## src/rtl/load_store_unit.sv

```systemverilog
// load_store_unit: data-memory access stage. Takes decoded memory controls,
// the ALU address and rs2 store data. It drives a word-wide req/ack bus with
// byte enables and lane steering, and returns extended load data. The core is
// stalled until the access completes.
//
// Ports:
//   clk, rst            core clock, synchronous active-high reset
//   req_valid/write/    access request, held by the core until done
//   size/unsigned/
//   addr/wdata
//   stall               freeze PC/regfile while the access is in flight
//   done, fault         one-cycle completion pulse, failure flag with done
//   rdata               extended load data, valid while done=1
//   bus_req/we/addr/    word-aligned bus request, held until bus_ack
//   wdata/be
//   bus_ack, bus_rdata  bus completion and read word (same cycle)
//
// Parameter TIMEOUT_CYCLES: cycles to wait for bus_ack before faulting
// (0 disables the timeout).
// Optional macro MISALIGNED_SPLIT_EN: misaligned half/word accesses are
// split into two bus transactions instead of faulting.
module load_store_unit #(
    parameter int unsigned TIMEOUT_CYCLES = 255
) (
    input  logic        clk,
    input  logic        rst,
    input  logic        req_valid,
    input  logic        req_write,
    input  logic [1:0]  req_size,
    input  logic        req_unsigned,
    input  logic [31:0] req_addr,
    input  logic [31:0] req_wdata,
    output logic        stall,
    output logic        done,
    output logic        fault,
    output logic [31:0] rdata,
    output logic        bus_req,
    output logic        bus_we,
    output logic [31:0] bus_addr,
    output logic [31:0] bus_wdata,
    output logic [3:0]  bus_be,
    input  logic        bus_ack,
    input  logic [31:0] bus_rdata
);

`ifdef MISALIGNED_SPLIT_EN
    typedef enum logic [1:0] {IDLE, ACCESS, SECOND, RESP} state_t;
`else
    typedef enum logic [1:0] {IDLE, ACCESS, RESP} state_t;
`endif

    localparam logic [31:0] TO_LAST = 32'(TIMEOUT_CYCLES) - 32'd1;

    state_t      state;
    logic [31:0] cnt;
    logic [1:0]  lat_off;
    logic [1:0]  lat_size;
    logic        lat_unsigned;
    logic        lat_write;
`ifdef MISALIGNED_SPLIT_EN
    logic        lat_split;
    logic [31:0] lat_wdata;
    logic [31:0] first_q;
`endif

    logic        misaligned;
    logic        bad_size;
    logic [3:0]  be_first;
    logic [31:0] wd_first;
    logic [31:0] ld_word;
    logic        timeout_hit;
`ifdef MISALIGNED_SPLIT_EN
    logic [2:0]  sh_second;
    logic [3:0]  be_second;
    logic [31:0] wd_second;
    logic [31:0] ld_split;
`endif

    function automatic logic [3:0] size_mask(input logic [1:0] sz);
        case (sz)
            2'b00:   size_mask = 4'b0001;
            2'b01:   size_mask = 4'b0011;
            default: size_mask = 4'b1111;
        endcase
    endfunction

    function automatic logic [31:0] extend(
        input logic [31:0] w,
        input logic [1:0]  sz,
        input logic        uns
    );
        case (sz)
            2'b00:   extend = {{24{w[7] & ~uns}}, w[7:0]};
            2'b01:   extend = {{16{w[15] & ~uns}}, w[15:0]};
            default: extend = w;
        endcase
    endfunction

    always_comb begin
        misaligned = (req_size == 2'b01 && req_addr[0])
                  || (req_size == 2'b10 && req_addr[1:0] != 2'b00);
        bad_size   = (req_size == 2'b11);
        // Truncation of the shifted mask drops lanes that spill
        // into the next word; aligned accesses never spill.
        be_first   = 4'({4'b0000, size_mask(req_size)} << req_addr[1:0]);
        case (req_size)
            2'b00:   wd_first = {4{req_wdata[7:0]}};
            2'b01:   wd_first = {2{req_wdata[15:0]}};
            default: wd_first = req_wdata;
        endcase
`ifdef MISALIGNED_SPLIT_EN
        if (misaligned)
            wd_first = req_wdata << {req_addr[1:0], 3'b000};
        sh_second = 3'd4 - {1'b0, lat_off};
        be_second = 4'({4'b0000, size_mask(lat_size)} >> sh_second);
        wd_second = lat_wdata >> {sh_second, 3'b000};
        ld_split  = 32'({bus_rdata, first_q} >> {lat_off, 3'b000});
`endif
        ld_word     = bus_rdata >> {lat_off, 3'b000};
        timeout_hit = (TIMEOUT_CYCLES != 0) && (cnt == TO_LAST);
    end

`ifdef MISALIGNED_SPLIT_EN
    assign stall = (state == IDLE && req_valid)
                || state == ACCESS || state == SECOND;
`else
    assign stall = (state == IDLE && req_valid) || state == ACCESS;
`endif

    always_ff @(posedge clk) begin
        if (rst) begin
            state        <= IDLE;
            cnt          <= '0;
            lat_off      <= '0;
            lat_size     <= '0;
            lat_unsigned <= 1'b0;
            lat_write    <= 1'b0;
            done         <= 1'b0;
            fault        <= 1'b0;
            rdata        <= '0;
            bus_req      <= 1'b0;
            bus_we       <= 1'b0;
            bus_addr     <= '0;
            bus_wdata    <= '0;
            bus_be       <= '0;
`ifdef MISALIGNED_SPLIT_EN
            lat_split    <= 1'b0;
            lat_wdata    <= '0;
            first_q      <= '0;
`endif
        end else begin
            done  <= 1'b0;
            fault <= 1'b0;
            unique case (state)
                IDLE: begin
                    if (req_valid) begin
                        cnt          <= '0;
                        lat_off      <= req_addr[1:0];
                        lat_size     <= req_size;
                        lat_unsigned <= req_unsigned;
                        lat_write    <= req_write;
`ifdef MISALIGNED_SPLIT_EN
                        lat_wdata    <= req_wdata;
                        lat_split    <= misaligned && !bad_size;
                        if (bad_size) begin
`else
                        if (bad_size || misaligned) begin
`endif
                            state <= RESP;
                            done  <= 1'b1;
                            fault <= 1'b1;
                            rdata <= '0;
                        end else begin
                            state     <= ACCESS;
                            bus_req   <= 1'b1;
                            bus_we    <= req_write;
                            bus_addr  <= {req_addr[31:2], 2'b00};
                            bus_be    <= be_first;
                            bus_wdata <= wd_first;
                        end
                    end
                end
                ACCESS: begin
`ifdef MISALIGNED_SPLIT_EN
                    if (bus_ack && lat_split) begin
                        state     <= SECOND;
                        first_q   <= bus_rdata;
                        bus_addr  <= bus_addr + 32'd4;
                        bus_be    <= be_second;
                        bus_wdata <= wd_second;
                    end else
`endif
                    if (bus_ack || timeout_hit) begin
                        state     <= RESP;
                        done      <= 1'b1;
                        fault     <= !bus_ack;
                        rdata     <= (bus_ack && !lat_write)
                                   ? extend(ld_word, lat_size, lat_unsigned)
                                   : 32'd0;
                        bus_req   <= 1'b0;
                        bus_we    <= 1'b0;
                        bus_addr  <= '0;
                        bus_wdata <= '0;
                        bus_be    <= '0;
                    end else begin
                        cnt <= cnt + 32'd1;
                    end
                end
`ifdef MISALIGNED_SPLIT_EN
                SECOND: begin
                    if (bus_ack || timeout_hit) begin
                        state     <= RESP;
                        done      <= 1'b1;
                        fault     <= !bus_ack;
                        rdata     <= (bus_ack && !lat_write)
                                   ? extend(ld_split, lat_size, lat_unsigned)
                                   : 32'd0;
                        bus_req   <= 1'b0;
                        bus_we    <= 1'b0;
                        bus_addr  <= '0;
                        bus_wdata <= '0;
                        bus_be    <= '0;
                    end else begin
                        cnt <= cnt + 32'd1;
                    end
                end
`endif
                RESP: begin
                    state <= IDLE;
                    rdata <= '0;
                end
                default: state <= IDLE;
            endcase
        end
    end

endmodule

```

## config.mk

```make
export PLATFORM = sky130hd
export DESIGN_NAME = load_store_unit
export DESIGN_NICKNAME = d
export VERILOG_FILES = /design/src/rtl/load_store_unit.sv
export SDC_FILE = /design/constraint.sdc
export NUM_CORES = 1
export LEC_CHECK = 0
export CAP_MARGIN = 10
export CELL_PAD_IN_SITES_DETAIL_PLACEMENT = 1
export CELL_PAD_IN_SITES_GLOBAL_PLACEMENT = 1
export CORE_ASPECT_RATIO = 1.25
export CORE_MARGIN = 2
export CORE_UTILIZATION = 35
export CTS_BUF_LIST = sky130_fd_sc_hd__clkbuf_8
export DETAILED_ROUTE_END_ITERATION = 7
export PLACE_DENSITY_LB_ADDON = 0.1
export SYNTH_ARGS = -nofsm -noshare
export SYNTH_HDL_FRONTEND = slang
export SYNTH_SLANG_ARGS = --single-unit
```

## constraint.sdc

```tcl
create_clock -name clk -period 2.8 [get_ports clk]
set_clock_uncertainty 0.2 [all_clocks]
set_input_delay 0.42 -clock clk [delete_from_list [all_inputs] [get_ports clk]]
set_output_delay 0.42 -clock clk [all_outputs]
set_load 0.005 [all_outputs]
```

# Yosys cells after proc, flatten, opt, wreduce, memory -nomap -nowiden
# Cells that the tools add are included.
word_totals:
  output_inout_bits: 105
  elab_cells: 92
  reg_bits: 144
  in_bits: 104
op_classes:
  n_bitwise: 3
  eq_ne: 12
  n_addsub: 1
  n_reduce_logical: 21
  shift: 2
  n_mux: 39
ops:
  columns: ["cell", "count"]
  rows:
  - ["two-way mux 32 bit", 11]
  - ["case mux 32 bit (2 select lines)", 5]
  - ["case mux 32 bit (3 select lines)", 1]
  - ["adder 32 x 1 -> 32 bit, second input constant", 1]
  - ["== test 32 x 8 -> 1 bit, second input constant", 1]
  - ["right shift 32 x 5 -> 32 bit", 1]
  - ["case mux 4 bit (2 select lines)", 2]
  - ["two-way mux 4 bit", 3]
  - ["two-way mux 1 bit", 9]
  - ["case mux 1 bit (2 select lines)", 4]
  - ["AND reduction 4 bit", 2]
  - ["== test 2 x 1 -> 1 bit, second input constant", 3]
  - ["== test 2 bit, second input constant", 3]
  - ["logical NOT 2 bit", 3]
  - ["two-way mux 2 bit", 3]
  - ["!= test 2 bit, second input constant", 3]
  - ["logical AND 1 bit", 4]
  - ["logical OR 1 bit", 4]
  - ["!= test 2 x 1 -> 1 bit, second input constant", 2]
  - ["case mux 2 bit (2 select lines)", 1]
  - ["AND reduction 2 bit", 2]
  - ["nonzero test 2 bit", 2]
  - ["left shift 4 x 2 -> 4 bit", 1]
  - ["AND reduction 3 bit", 1]
  - ["other kinds (4)", 6]

# Longest topological paths before layout
logic_depth:
  ltp_word: 7
  depth_mapped: 10
  depth_no_buf: 7

# Worst setup path after synthesis
# Ideal clock, no wire load.
synth_path:
  path_type: "register to register"
  from: "register cnt[0]"
  to: "register bus_be[1]"
  setup_slack_ns: 0.323
  synth_period_minus_slack_ns: 2.477
  arrival_time_ns: 2.163
  stages_incl_launch_ff: 11
  cell_sequence: "dfxtp_1 -> inv_1 -> ha_1 -> nor4b_1 -> nand4_1 -> o21a_1 -> buf_2 -> o41a_1 -> buf_4 -> buf_4 -> a21o_1"
synth_between:
  elab_chain_len: 4
synth_rtl:
  columns: ["element", "line", "source"]
  rows:
  - ["from (decl)", "55", "logic [31:0] cnt;"]
  - ["from (signal assigned)", "206", "cnt <= cnt + 32'd1;"]
  - ["== test 32 x 8 -> 1 bit", "120", "timeout_hit = (TIMEOUT_CYCLES != 0) && (cnt == TO_LAST);"]
  - ["logical OR 1 bit", "193", "if (bus_ack || timeout_hit) begin"]
  - ["!= test 2 x 1 -> 1 bit (no line)", null, null]
  - ["AND reduction 4 bit (no line)", null, null]
  - ["to (signal assigned)", "178", "bus_be <= be_first;"]
  - ["to (decl)", "41", "output logic [3:0] bus_be,"]
# No other way between the ends.
# A chain may end at the register's enable or synchronous reset.

# Worst setup path after layout
layout_path:
  from: "register cnt[21]"
  to: "register done"
layout_between:
  elab_chain_len: 4
layout_rtl:
  columns: ["element", "line", "source"]
  rows:
  - ["== test 32 x 8 -> 1 bit", "120", null]
  - ["logical OR 1 bit", "193", null]
  - ["two-way mux 1 bit", "193", null]
  - ["case mux 1 bit (2 select lines)", "154", "unique case (state)"]
  - ["to (signal assigned)", "152", "done <= 1'b0;"]
  - ["to (signal assigned)", "170", "done <= 1'b1;"]
  - ["to (signal assigned)", "195", "done <= 1'b1;"]
  - ["to (decl)", "34", "output logic done,"]
# No other way between the ends.

==> impl_metrics.py <==
metrics = {
    "die": {
        "core_area_mm2": 0.0180,
        "io_pins": 209,
        "die_h_um": 154,
        "die-area_mm2": 0.0192,
        "die_w_um": 124,
        "initial_core_util": 0.353,
        "rows": 55,
    },
    "timing": {
        "setup_viol": 0,
        "whs_ns": 0.261,
        "tightest_slew_ns": 0.922,
        "fmax_mhz": 371,
        "rsz0062_at_grt": "no",
        "timing.final.crit_share": 0.964,
        "setup_ws_ns": 0.102,
        "fin_setup_tns_ns": 0,
        "hold_viol": 0,
        "maxSlewHeadroom": 0.383,
        "period_needed_ns": 2.70,
        "final_max_slew_viol_count": 0,
    },
    "logic_synthesis": {
        "synth_edf_count": 0,
        "synth_area_mm2": 0.00634,
        "synthTopCellsByCount": "142 x dfxtp_1, 75 x nand2_1, 56 x a22o_1, 53 x mux2i_1, 41 x clkbuf_1",
        "synthTopCellsByArea": "dfxtp_1 45%, mux2i_1 8.4%, a22o_1 7.7%, nand2_1 4.4%, a21oi_1 2.8%",
        "yosysMostFrequentCell": "dfxtp_1",
        "seq_area_frac_synth": 0.448,
        "yosys.area.top_type": "dfxtp_1",
        "synth-main-ff-cell": "dfxtp_1",
        "yosysUniqueCellTypes": 48,
        "syn_area_per_cell_um2": 9.30,
        "synthCells": 682,
        "ys_ff_latch": 142,
        "ys_warn_count": 0,
        "synth_top_area_frac": 0.448,
        "synthArstFlopShare": 0,
    },
    "clock_tree": {
        "hold_buffers": 0,
        "clkSinkCount": 142,
        "clk_latency_ns": 0.45,
        "cts_tree": "yes",
        "cts-root-buf": "clkbuf_8",
        "max-clock-path-buffers": 2,
        "numCtsBuffers": 17,
        "h-tree-depth": 4,
        "postCtsSetupBuffers": 0,
        "clkTransAtPathRegs_ns": 0.08,
        "cts_resized": 0,
    },
    "power": {
        "power.density_mw_per_mm2": 521,
        "ir_worst_vdd_mv": 0.265,
        "p_leak_nw": 3.38,
    },
    "placement": {
        "place.port_buffers": 206,
        "gp_congestion": 0.873,
        "place_ws_ns": 0.113,
        "dp_hpwl_um": 15800,
    },
    "global_route": {
        "grt_max_degree": 59,
        "antenna_found_initial": 0,
        "gr-total-overflow": 0,
        "grt_pass1_vias": 6722,
        "grt_pass1_wl_um": 35000,
        "grt_usage": 0.222,
    },
    "drt": {
        "wire_per_inst_um": 18.9,
        "via_per_inst": 5.40,
        "vias": 6111,
        "drtAntennaViolNets": 0,
        "drt-initial-drc-count": 230,
        "first_pass_iters": 4,
        "drt_wl_total_um": 21400,
        "route.detailed.drc": 0,
    },
    "outcome": {
        "outcome": "completed",
    },
    "critical_path": {
        "arrival_ns": 2.89,
        "path_max_fanout": 17,
        "critical_path_class": "flop to flop",
        "crit_path_end_kind": "flop",
        "crit_path_start_kind": "flop",
        "cp.required_ns": 3.00,
    },
    "run": {
        "cap_violations": 0,
    },
    "layout": {
        "post-route-util": 0.513,
        "final_nets": 997,
        "antenna_cells": 0,
        "area_growth_pct": 45.3,
        "layout-drive-gt1-share": 0.0908,
    },
    "worst_hold_path": {
        "hold_class": "flop to flop",
    },
}
[metal layers]
layer | GRT usage | up-vias | wire (um)
met2 | 0.381 | 181 | 10300
met4 | 0.0787 | 0 | 499
met3 | 0.0726 | 31 | 1510
li1 | - | 2966 | -
met5 | 0 | - | 0
met1 | 0.260 | 2933 | 9110
[cell families after synthesis]
kind of cell               after synthesis  share of synthesized area
and+or+nand+nor                        203                      0.159
xor gates and xnor gates                 5                    0.00691
other                                    1                   0.000591
buffers and inverters                   63                     0.0414
DFF                                    142                      0.448
muxes                                   61                     0.0979
adders and majority gates                2                    0.00395
AOI/OAI and AO/OA                      205                      0.241
[critical path: stages (launching register included)]
cell,delay [ns]
dfxtp_1,0.36
nor4_1,0.47
nand4_1,0.24
o21ai_1,0.28
buf_4,0.28
nand2_1,0.09
a2111oi_0,0.53
buf_4,0.19
[final cells by class]
| type | instances | area (um^2) |
|---|---|---|
| clock buffers | 19 | 262 |
| clock inverters | 12 | 169 |
| fillers | 2019 | 8750 |
| inverters | 9 | 33.8 |
| multi-input cells | 478 | 3250 |
| flip-flops and latches | 142 | 2840 |
| well taps | 228 | 285 |
| repair buffers | 243 | 2360 |
[metrics by stage]
stage	cell area [um^2]	power [mW]	cells
final	9210	4.80	1131
after global routing	9210	5.01	1131
after CTS	9210	4.85	1131
after detailed placement	8780	3.04	1100
after global placement	8780	3.02	1100
after floorplan	6340	2.57	683
[flip-flops by register name, summed over array words and instances, names as in the netlist, 2 cells and up]
name       count
bus_be         4
lat_size       2
state          2
lat_off        2
rdata         32
bus_wdata     32
cnt           32
bus_addr      30
[placed cells by master (no fill, tap or decap), types with 3 or more instances in the layout]
cell type,instances
buf_4,35
mux2i_1,53
nor2_1,32
nand3_1,15
clkinv_2,4
o31ai_1,13
and3_1,3
o211ai_1,6
nand2_1,75
a2111oi_0,3
nand4_1,7
o21ai_0,31
or4_1,7
xor2_1,4
nor2b_1,16
clkbuf_8,19
o2111ai_1,9
a32o_1,15
nor4_1,12
o2bb2ai_1,17
a21o_1,4
clkdlybuf4s50_1,206
a21oi_1,35
nor3_1,9
inv_1,10
a211o_1,7
bufinv_16,4
a22o_1,56
or3_1,17
mux2_2,8
dfxtp_1,142
[final timing paths]
path	cells after the start	from	slack, ns	endpoint
setup / recovery	7	cnt[21]$_SDFFE_PP0P_	0.10	done$_SDFF_PP0_
hold / removal	1	bus_req$_SDFFE_PP0P_	0.26	bus_req$_SDFFE_PP0P_
setup reg to reg	7	cnt[21]$_SDFFE_PP0P_	0.10	done$_SDFF_PP0_
hold reg to reg	1	bus_req$_SDFFE_PP0P_	0.26	bus_req$_SDFFE_PP0P_
[power by group]
part	internal (mW)	switching (mW)
clock network	1.01	0.798
logic	0.446	0.388
registers	2.10	0.0593
total	3.55	1.25
Power figures use the tool's default switching activity.
